==> src/rtl/router_fsm_np_if.sv <==
// router_fsm_np_if
// Handshake/status bundle between the router control FSM and its neighbours
// (input register block, output FIFO bank, synchroniser).
//   slave  : the FSM side (takes packet/FIFO status, drives state decodes)
//   master : the surrounding datapath / testbench side
// Signals:
//   pkt_valid, data_in[ADDR_W]        source packet valid, header address field
//   fifo_full, fifo_empty[NUM_PORTS]  selected-FIFO full, per-FIFO empty
//   soft_reset[NUM_PORTS]             per-FIFO read-timeout reset
//   parity_done, low_pkt_valid        register-block status
//   busy .. drop_pulse, dest_addr     FSM outputs
interface router_fsm_np_if #(
  parameter int NUM_PORTS = 3,
  parameter int ADDR_W    = 2
);
  logic                 pkt_valid;
  logic [ADDR_W-1:0]    data_in;
  logic                 fifo_full;
  logic [NUM_PORTS-1:0] fifo_empty;
  logic [NUM_PORTS-1:0] soft_reset;
  logic                 parity_done;
  logic                 low_pkt_valid;

  logic                 busy;
  logic                 detect_add;
  logic                 lfd_state;
  logic                 ld_state;
  logic                 laf_state;
  logic                 full_state;
  logic                 write_enb_reg;
  logic                 rst_int_reg;
  logic                 drop_state;
  logic                 drop_pulse;
  logic [ADDR_W-1:0]    dest_addr;

  modport slave (
    input  pkt_valid, data_in, fifo_full, fifo_empty, soft_reset,
           parity_done, low_pkt_valid,
    output busy, detect_add, lfd_state, ld_state, laf_state, full_state,
           write_enb_reg, rst_int_reg, drop_state, drop_pulse, dest_addr
  );

  modport master (
    output pkt_valid, data_in, fifo_full, fifo_empty, soft_reset,
           parity_done, low_pkt_valid,
    input  busy, detect_add, lfd_state, ld_state, laf_state, full_state,
           write_enb_reg, rst_int_reg, drop_state, drop_pulse, dest_addr
  );
endinterface

==> src/rtl/router_fsm_np.sv <==
// router_fsm_np
// Control FSM for a NUM_PORTS-output router: header decode, first-data load,
// payload load, parity load, FIFO-full recovery, plus packet drop on an
// invalid header address or an empty-wait timeout, and per-destination soft
// reset. The destination is captured when the header is accepted and used for
// every later empty / soft-reset lookup.
// Ports:
//   clock   rising-edge system clock
//   resetn  asynchronous active-low reset
//   bus     router_fsm_np_if.slave (inputs from datapath, Moore state decodes
//           out, registered drop_pulse and dest_addr)
module router_fsm_np #(
  parameter int NUM_PORTS    = 3,
  parameter int ADDR_W       = 2,
  parameter int WAIT_TIMEOUT = 30
) (
  input logic             clock,
  input logic             resetn,
  router_fsm_np_if.slave  bus
);

  localparam logic [3:0] DECODE_ADDRESS     = 4'd0;
  localparam logic [3:0] LOAD_FIRST_DATA    = 4'd1;
  localparam logic [3:0] LOAD_DATA          = 4'd2;
  localparam logic [3:0] LOAD_PARITY        = 4'd3;
  localparam logic [3:0] FIFO_FULL_STATE    = 4'd4;
  localparam logic [3:0] LOAD_AFTER_FULL    = 4'd5;
  localparam logic [3:0] WAIT_TILL_EMPTY    = 4'd6;
  localparam logic [3:0] CHECK_PARITY_ERROR = 4'd7;
  localparam logic [3:0] DROP_PACKET        = 4'd8;

  localparam int NADDR = 2 ** ADDR_W;
  localparam int CNT_W = (WAIT_TIMEOUT > 1) ? $clog2(WAIT_TIMEOUT) : 1;
  localparam logic [CNT_W-1:0] CNT_LAST = CNT_W'(WAIT_TIMEOUT - 1);
  localparam logic [ADDR_W:0]  NP_L     = (ADDR_W + 1)'(NUM_PORTS);

  logic [3:0]        r_state, w_next;
  logic [CNT_W-1:0]  r_cnt, w_cnt_nxt;
  logic [ADDR_W-1:0] r_dest;
  logic              r_drop_pulse;

  // Flags widened to the full address space so any ADDR_W-bit index is in
  // range; unused destinations read as not-empty / no soft reset.
  logic [NADDR-1:0]  w_empty_ext;
  logic [NADDR-1:0]  w_sr_ext;
  logic              w_hdr_ok;
  logic              w_soft_rst;

  always_comb begin
    w_empty_ext = '0;
    w_sr_ext    = '0;
    w_empty_ext[NUM_PORTS-1:0] = bus.fifo_empty;
    w_sr_ext[NUM_PORTS-1:0]    = bus.soft_reset;
  end

  assign w_hdr_ok   = ({1'b0, bus.data_in} < NP_L);
  // Only the soft reset of the packet's own destination matters, and only
  // once a packet is in flight.
  assign w_soft_rst = (r_state != DECODE_ADDRESS) && w_sr_ext[r_dest];

  always_comb begin
    w_next    = r_state;
    w_cnt_nxt = r_cnt;
    case (r_state)
      DECODE_ADDRESS: begin
        w_cnt_nxt = '0;
        if (bus.pkt_valid) begin
          if (!w_hdr_ok)                     w_next = DROP_PACKET;
          else if (w_empty_ext[bus.data_in]) w_next = LOAD_FIRST_DATA;
          else                               w_next = WAIT_TILL_EMPTY;
        end
      end
      LOAD_FIRST_DATA: w_next = LOAD_DATA;
      WAIT_TILL_EMPTY: begin
        // Counter holds the number of completed wait cycles, so the state is
        // left after at most WAIT_TIMEOUT cycles.
        if (w_empty_ext[r_dest])    w_next = LOAD_FIRST_DATA;
        else if (r_cnt == CNT_LAST) w_next = DROP_PACKET;
        else                        w_cnt_nxt = r_cnt + 1'b1;
      end
      LOAD_DATA: begin
        if (bus.fifo_full)       w_next = FIFO_FULL_STATE;
        else if (!bus.pkt_valid) w_next = LOAD_PARITY;
      end
      LOAD_PARITY:     w_next = CHECK_PARITY_ERROR;
      FIFO_FULL_STATE: if (!bus.fifo_full) w_next = LOAD_AFTER_FULL;
      LOAD_AFTER_FULL: begin
        if (bus.parity_done)        w_next = DECODE_ADDRESS;
        else if (bus.low_pkt_valid) w_next = LOAD_PARITY;
        else                        w_next = LOAD_DATA;
      end
      CHECK_PARITY_ERROR: w_next = bus.fifo_full ? FIFO_FULL_STATE : DECODE_ADDRESS;
      DROP_PACKET:        if (!bus.pkt_valid) w_next = DECODE_ADDRESS;
      default:            w_next = DECODE_ADDRESS;
    endcase
    if (w_soft_rst) w_next = DECODE_ADDRESS;
  end

  always_ff @(posedge clock or negedge resetn) begin
    if (!resetn) begin
      r_state      <= DECODE_ADDRESS;
      r_cnt        <= '0;
      r_dest       <= '0;
      r_drop_pulse <= 1'b0;
    end else begin
      r_state      <= w_next;
      r_cnt        <= w_cnt_nxt;
      r_drop_pulse <= (w_next == DROP_PACKET) && (r_state != DROP_PACKET);
      if (r_state == DECODE_ADDRESS && bus.pkt_valid) r_dest <= bus.data_in;
    end
  end

  assign bus.detect_add    = (r_state == DECODE_ADDRESS);
  assign bus.lfd_state     = (r_state == LOAD_FIRST_DATA);
  assign bus.ld_state      = (r_state == LOAD_DATA);
  assign bus.laf_state     = (r_state == LOAD_AFTER_FULL);
  assign bus.full_state    = (r_state == FIFO_FULL_STATE);
  assign bus.rst_int_reg   = (r_state == CHECK_PARITY_ERROR);
  assign bus.drop_state    = (r_state == DROP_PACKET);
  assign bus.busy          = (r_state == LOAD_FIRST_DATA)   || (r_state == WAIT_TILL_EMPTY)
                          || (r_state == LOAD_PARITY)       || (r_state == FIFO_FULL_STATE)
                          || (r_state == LOAD_AFTER_FULL)   || (r_state == CHECK_PARITY_ERROR);
  assign bus.write_enb_reg = (r_state == LOAD_DATA) || (r_state == LOAD_PARITY)
                          || (r_state == LOAD_AFTER_FULL);
  assign bus.drop_pulse    = r_drop_pulse;
  assign bus.dest_addr     = r_dest;

endmodule

==> src/flat_wrapper.sv <==
// flat-port wrapper written by rule: the top's interface ports become plain ports
module router_fsm_np_flat 
#(
  parameter int NUM_PORTS    = 3,
  parameter int ADDR_W       = 2,
  parameter int WAIT_TIMEOUT = 30
)
  (clock, resetn, bus_pkt_valid, bus_data_in, bus_fifo_full, bus_fifo_empty, bus_soft_reset, bus_parity_done, bus_low_pkt_valid, bus_busy, bus_detect_add, bus_lfd_state, bus_ld_state, bus_laf_state, bus_full_state, bus_write_enb_reg, bus_rst_int_reg, bus_drop_state, bus_drop_pulse, bus_dest_addr);
  router_fsm_np_if #(.NUM_PORTS(NUM_PORTS), .ADDR_W(ADDR_W)) bus_i ();
  input logic clock;
  input logic resetn;
  input wire logic [$bits(bus_i.pkt_valid)-1:0] bus_pkt_valid;
  input wire logic [$bits(bus_i.data_in)-1:0] bus_data_in;
  input wire logic [$bits(bus_i.fifo_full)-1:0] bus_fifo_full;
  input wire logic [$bits(bus_i.fifo_empty)-1:0] bus_fifo_empty;
  input wire logic [$bits(bus_i.soft_reset)-1:0] bus_soft_reset;
  input wire logic [$bits(bus_i.parity_done)-1:0] bus_parity_done;
  input wire logic [$bits(bus_i.low_pkt_valid)-1:0] bus_low_pkt_valid;
  output wire logic [$bits(bus_i.busy)-1:0] bus_busy;
  output wire logic [$bits(bus_i.detect_add)-1:0] bus_detect_add;
  output wire logic [$bits(bus_i.lfd_state)-1:0] bus_lfd_state;
  output wire logic [$bits(bus_i.ld_state)-1:0] bus_ld_state;
  output wire logic [$bits(bus_i.laf_state)-1:0] bus_laf_state;
  output wire logic [$bits(bus_i.full_state)-1:0] bus_full_state;
  output wire logic [$bits(bus_i.write_enb_reg)-1:0] bus_write_enb_reg;
  output wire logic [$bits(bus_i.rst_int_reg)-1:0] bus_rst_int_reg;
  output wire logic [$bits(bus_i.drop_state)-1:0] bus_drop_state;
  output wire logic [$bits(bus_i.drop_pulse)-1:0] bus_drop_pulse;
  output wire logic [$bits(bus_i.dest_addr)-1:0] bus_dest_addr;
  assign bus_i.pkt_valid = bus_pkt_valid;
  assign bus_i.data_in = bus_data_in;
  assign bus_i.fifo_full = bus_fifo_full;
  assign bus_i.fifo_empty = bus_fifo_empty;
  assign bus_i.soft_reset = bus_soft_reset;
  assign bus_i.parity_done = bus_parity_done;
  assign bus_i.low_pkt_valid = bus_low_pkt_valid;
  assign bus_busy = bus_i.busy;
  assign bus_detect_add = bus_i.detect_add;
  assign bus_lfd_state = bus_i.lfd_state;
  assign bus_ld_state = bus_i.ld_state;
  assign bus_laf_state = bus_i.laf_state;
  assign bus_full_state = bus_i.full_state;
  assign bus_write_enb_reg = bus_i.write_enb_reg;
  assign bus_rst_int_reg = bus_i.rst_int_reg;
  assign bus_drop_state = bus_i.drop_state;
  assign bus_drop_pulse = bus_i.drop_pulse;
  assign bus_dest_addr = bus_i.dest_addr;
  router_fsm_np #(.NUM_PORTS(NUM_PORTS), .ADDR_W(ADDR_W), .WAIT_TIMEOUT(WAIT_TIMEOUT)) u_core (.clock(clock), .resetn(resetn), .bus(bus_i));
endmodule
==> config.mk <==
export PLATFORM = sky130hd
export DESIGN_NAME = router_fsm_np_flat
export DESIGN_NICKNAME = d
export VERILOG_FILES = /design/src/rtl/router_fsm_np_if.sv /design/src/rtl/router_fsm_np.sv /design/src/flat_wrapper.sv
export SDC_FILE = /design/constraint.sdc
export NUM_CORES = 1
export LEC_CHECK = 0
export CAP_MARGIN = 25
export CORE_MARGIN = 8
export CORE_UTILIZATION = 35
export DETAILED_ROUTE_END_ITERATION = 7
export REMOVE_ABC_BUFFERS = 1
export SLEW_MARGIN = 20
export SYNTH_ARGS = -nofsm -noshare
export SYNTH_HDL_FRONTEND = slang
export SYNTH_SLANG_ARGS = --single-unit
export TNS_END_PERCENT = 30
==> constraint.sdc <==
create_clock -name clock -period 2.7 [get_ports clock]
set_input_delay 0.54 -clock clock [delete_from_list [all_inputs] [get_ports clock]]
set_output_delay 0.54 -clock clock [all_outputs]
set_load 0.01 [all_outputs]
Word-level counts from Yosys, hierarchy flattened
Index checks and enable logic that the tools add are counted.
{"block": "classes", "n_addsub": 1, "multipliers": 0, "div": 0, "order_cmp": 3, "n_eq_ne": 13, "n_shift": 0, "n_mux": 23, "n_bitwise": 0, "reduce_logical": 14}
{"cell": "4-bit two-way mux", "n": 10}
{"cell": "4-bit case mux with 9 select lines", "n": 1}
{"cell": "4-bit by 3-bit == test with 1-bit output (second input constant)", "n": 4}
{"cell": "5-bit two-way mux", "n": 2}
{"cell": "5-bit case mux with 2 select lines", "n": 1}
{"cell": "4-bit by 2-bit == test with 1-bit output (second input constant)", "n": 2}
{"cell": "4-bit == test (second input constant)", "n": 2}
{"cell": "1-bit logical OR", "n": 7}
{"cell": "1-bit binary-select mux with 2-bit select", "n": 3}
{"cell": "2-bit by 3-bit < comparator with 1-bit output (second input constant)", "n": 2}
{"cell": "3-bit two-way mux", "n": 2}
{"cell": "5-bit by 1-bit adder with 5-bit output (second input constant)", "n": 1}
{"cell": "5-bit == test (second input constant)", "n": 1}
{"cell": "4-bit by 1-bit == test with 1-bit output (second input constant)", "n": 1}
{"cell": "4-bit logical NOT", "n": 1}
{"cell": "1-bit two-way mux", "n": 4}
{"cell": "2-bit != test (second input constant)", "n": 2}
{"cell": "4-bit != test (second input constant)", "n": 1}
{"cell": "4-bit nonzero test", "n": 1}
{"cell": "1-bit logical AND", "n": 3}
{"cell": "3-bit AND reduction", "n": 1}
{"cell": "2-bit < comparator (second input constant)", "n": 1}
{"cell": "2-bit nonzero test", "n": 1}
{"block": "word_totals", "reg_bits": 12, "latchBits": 0, "mem_bits_rw": 0, "mem_bits_ro": 0, "inputBits": 14, "output_inout_bits": 12, "word_cells": 58, "mem_count": 0}

Longest topological paths before layout
{"block": "logic_depth", "depth_word": 9, "depth_mapped": 7, "ltp_nobuf": 6}

Worst setup path before layout
OpenSTA, ideal clock, no wires.
{"block": "synth_timing", "path_kind": "reg-to-output", "from": "register u_core.r_state[3]", "to": "output bus_drop_state", "arrival_time_ps": 1042, "t_required_ps": 2160, "setup_slack_ps": 1118, "path_stages_with_launch": 4, "n_path_buf": 1, "cell_sequence": "dfrtp_1 > buf_2 > inv_1 > nor4_1"}
{"block": "synth_via", "elab_chain_cells": 1}
{"element": "start, declared", "line_no": "router_fsm_np.sv:37", "source": "logic [3:0] r_state, w_next;"}
{"element": "start signal, assigned", "line_no": "router_fsm_np.sv:106", "source": "r_state <= w_next;"}
{"element": "4-bit == test", "line_no": "router_fsm_np.sv:119", "source": "assign bus.drop_state = (r_state == DROP_PACKET);"}
{"element": "end, declared", "line_no": "flat_wrapper.sv:27", "source": "output wire logic [$bits(bus_i.drop_state)-1:0] bus_drop_state;"}
Every way passes these cells.

Worst setup path in the final report
Ends and elaborated chain as after synthesis.

==> out/qor_table.md <==
| Result | Reported | Unit |
|:---|:---|:---|
| TritonCTS clock tree | yes | - |
| Count of hold buffers inserted by post-cts repair | 0 | - |
| Number of instances in the synthesized netlist | 101 | - |
| Post-synthesis register bit count | 12 | - |
| Iteration-0 DRC Markers | 28 | - |
| Final-report max-slew violation count | 0 | - |
| Final setup vio count | 0 | - |
| Total negative slack for setup checks | 0 | ns |
| Share of total power in the clock network | 0.141 | - |
| H-tree depth reported by CTS | 1 | - |
| Vias post-DR | 836 | - |
| Flop-to-flop setup slack | 1.02 | ns |
| Setup repair after global routing missed its margin | false | - |
| Internal | 0.587 | mW |
| Worst hold path class | register to register | - |
| Diodes inserted | 0 | - |
| Number of rows created at floorplan | 18 | - |
| Share of total power in combinational logic | 0.537 | - |
| Average wire per cell in the routed design | 15.0 | um |
| Post-CTS Setup Repair Bufs | 0 | - |
| Clock root buffer | clkbuf_4 | - |
| Critical Path Sink Type | primary output | - |
| Max-capacitance violation count | 0 | - |
| Overall overflow remaining after global route | 0 | - |
| Tightest Pin Transition | 0.545 | ns |
| P per Cell Area | 842 | mW/mm^2 |
| Critical-path cell with the highest stage delay | clkdlybuf4s50_1 | - |
| Main flop type after synthesis | dfrtp_1 | - |
| Crit-path max cell delay | 0.61 | ns |
| Post_cts resized | 0 | - |
| Total iterations of the first detailed-routing run | 4 | - |
| Final hold violation count | 0 | - |
| Number of cells in the design after placement | 152 | - |
| Share of flip-flops with an asynchronous set or reset after synthesis | 1.00 | - |
| Type of origin of the critical path | register | - |
| Unique masters post-synth | 33 | - |
| Initial core utilization | 0.361 | - |
| CTS buffer count | 3 | - |
| # clock sinks | 12 | - |
| Via density per instance | 5.36 | - |
| CP bufs+invs | 2 | - |
| Total power | 0.991 | mW |
| First-pass GRT wire length | 4020 | um |
| Summed instance area of the synthesized netlist | 871 | um^2 |
| Average instance area after synthesis | 8.62 | um^2 |
| Port Buf Inserts | 25 | - |
| Highest fanout seen on the critical path | 10 | - |
| Half-perimeter wire length after detailed placement | 1860 | um |
| Area growth, synth to finish | 35.1 | % |
| Top-Level Pins | 26 | - |
| Headroom to the max-slew limit | 0.635 | - |
| Final GP Congestion | 0.843 | - |
| Number of global-route vias before repair | 891 | - |
| Number of warnings issued by yosys | 0 | - |
| Highest clock frequency the design can meet | 0.401 | GHz |
| Total Routed Length | 2340 | um |
| Clock period minus final worst setup slack | 2.49 | ns |
| Peak supply drop | 0.474 | mV |
| Pleak | 0.487 | nW |
| Share of post-route cells with drive strength above 1 | 0.0952 | - |
| Overall die area | 0.00434 | mm^2 |
| Worst path top cell family by delay | buffers and inverters | - |
| Area inside the core boundary | 0.00241 | mm^2 |
| Die Width | 65.9 | um |
| Worst EP arrival | 1.95 | ns |
| Number of remaining DRC errors | 0 | - |
| Post-layout net count | 143 | - |
| Sequential cell area fraction in the yosys report | 0.345 | - |
| Clock-pin slew on the worst setup and hold paths | 0.07 | ns |
| Worst path required time | 2.16 | ns |
| Number of filler instances in the final layout | 236 | - |
| Worst-path cell chain | inv_1 -> nor4_1 -> clkdlybuf4s50_1 | - |
| Maximum buffer depth of the clock tree | 2 | - |
| Global routing usage summed across all routing layers | 0.115 | - |
| Die H | 65.9 | um |
| Final Cycle Share | 0.922 | - |
| Count of nets left with antenna violations after detail routing | 0 | - |
| Switching pwr | 0.404 | mW |
| Largest net degree at the start of global routing | 16 | - |
| Count of non-filler cells in the finished layout | 156 | - |
| Final setup skew | 0.00146 | ns |
| Later-pin clock latency in the skew report | 0.27 | ns |
| Number of synthesized flops with an enable pin | 0 | - |
| Number of antenna violations at the first check in global routing | 0 | - |
| Run status | finished, final reports clean | - |
| Critical path class | register to primary output | - |
| Sequential Power Share | 0.322 | - |
| Switching Fraction | 0.408 | - |
==> registers in the layout, indices dropped and copies added (netlist names) <==
name and flops:
u_core.r_cnt 5, u_core.bus.dest_addr 2, u_core.bus.drop_pulse 1, u_core.r_state 4
==> final timing paths <==
kind                                               to  cells past startpoint               from
max in group asynchronous           u_core.r_state[1]                      1             resetn
worst max-delay path                   bus_drop_state                      3  u_core.r_state[3]
worst max register to register  u_core.bus.drop_pulse                      6    u_core.r_cnt[1]
worst min register to register        u_core.r_cnt[3]                      1    u_core.r_cnt[3]
min in group asynchronous             u_core.r_cnt[4]                      1             resetn
worst min-delay path                  u_core.r_cnt[3]                      1    u_core.r_cnt[3]
==> cell usage after synthesis, types with 2 or more instances <==
library cell / n / share of area
o31ai_1: 2 / 0.017
or2_2: 2 / 0.014
nor4_1: 2 / 0.014
a21o_1: 2 / 0.017
nand4_1: 3 / 0.022
mux2i_1: 8 / 0.092
dfrtp_1: 12 / 0.34
mux2_2: 3 / 0.039
nor2b_1: 2 / 0.014
nand2_1: 11 / 0.047
nor2_1: 7 / 0.030
inv_1: 4 / 0.017
or3_1: 2 / 0.014
o21ai_0: 3 / 0.017
buf_2: 3 / 0.017
ha_1: 2 / 0.029
o211ai_1: 2 / 0.017
nand3_1: 3 / 0.017
a21oi_1: 6 / 0.034
nand2b_1: 3 / 0.022
o21bai_1: 2 / 0.017
nor3_1: 3 / 0.017
and3_1: 3 / 0.022
o22a_1: 2 / 0.020
==> power by group through the flow <==
stage	clock network [mW]	registers [mW]	logic [mW]
2_1_floorplan	0	0.306	0.316
3_3_place_gp	0	0.316	0.537
5_1_grt	0.158	0.332	0.589
6_report	0.140	0.319	0.532
4_1_cts	0.145	0.317	0.539
3_5_place_dp	0	0.321	0.537
==> placed cells by master (no fill, tap or decap), drive strengths merged, types with 3 or more instances in the layout <==
master	n
a21oi	6
and3	3
clkbuf	4
clkdlybuf4s50	25
dfrtp	12
inv	4
mux2	3
mux2i	8
nand2	11
nand2b	3
nand3	3
nand4	3
nor2	7
nor3	3
o21ai	3
==> per-layer routing <==
metal / vias up / part of all wire / global-route usage
met1: 388 / 0.46 / 0.139
met2: 23 / 0.47 / 0.191
li1: 423 / - / -
met5: - / 0 / 0
met4: 0 / 0.0077 / 0.0490
met3: 2 / 0.057 / 0.0254
==> final cells by class <==
type,instances,area [um^2],area share
multi-input combinational,81,537,0.456
sequential,12,300,0.255
timing repair buffer,25,250,0.213
tap,30,37.5,0.0319
clock buffer,4,36.3,0.0309
inverter,4,15.0,0.0128
==> metrics by stage <==
step	util	hold WS [ns]	instance area (um^2)	worst slack [ns]
after detailed placement	0.473	0.500	1140	0.518
after global placement	0.473	0.491	1140	0.501
after floorplan	-	0.244	852	1.09
final	0.488	0.517	1180	0.209
after CTS	0.488	0.510	1180	0.197
after global routing	0.488	0.554	1180	0.0760
==> cell families (layout without fill, tap and decap cells) <==
| family | after synthesis | count (layout) | synth area share |
|---|---|---|---|
| flip-flops | 12 | 12 | 0.345 |
| AO/OA/AOI/OAI | 23 | 23 | 0.178 |
| adder cells (fa/ha/maj) | 3 | 3 | 0.0417 |
| multiplexers | 11 | 11 | 0.131 |
| AND/OR/NAND/NOR | 44 | 44 | 0.266 |
| buffers and inverters | 8 | 33 | 0.0388 |
(Power assumes the default switching activity.)
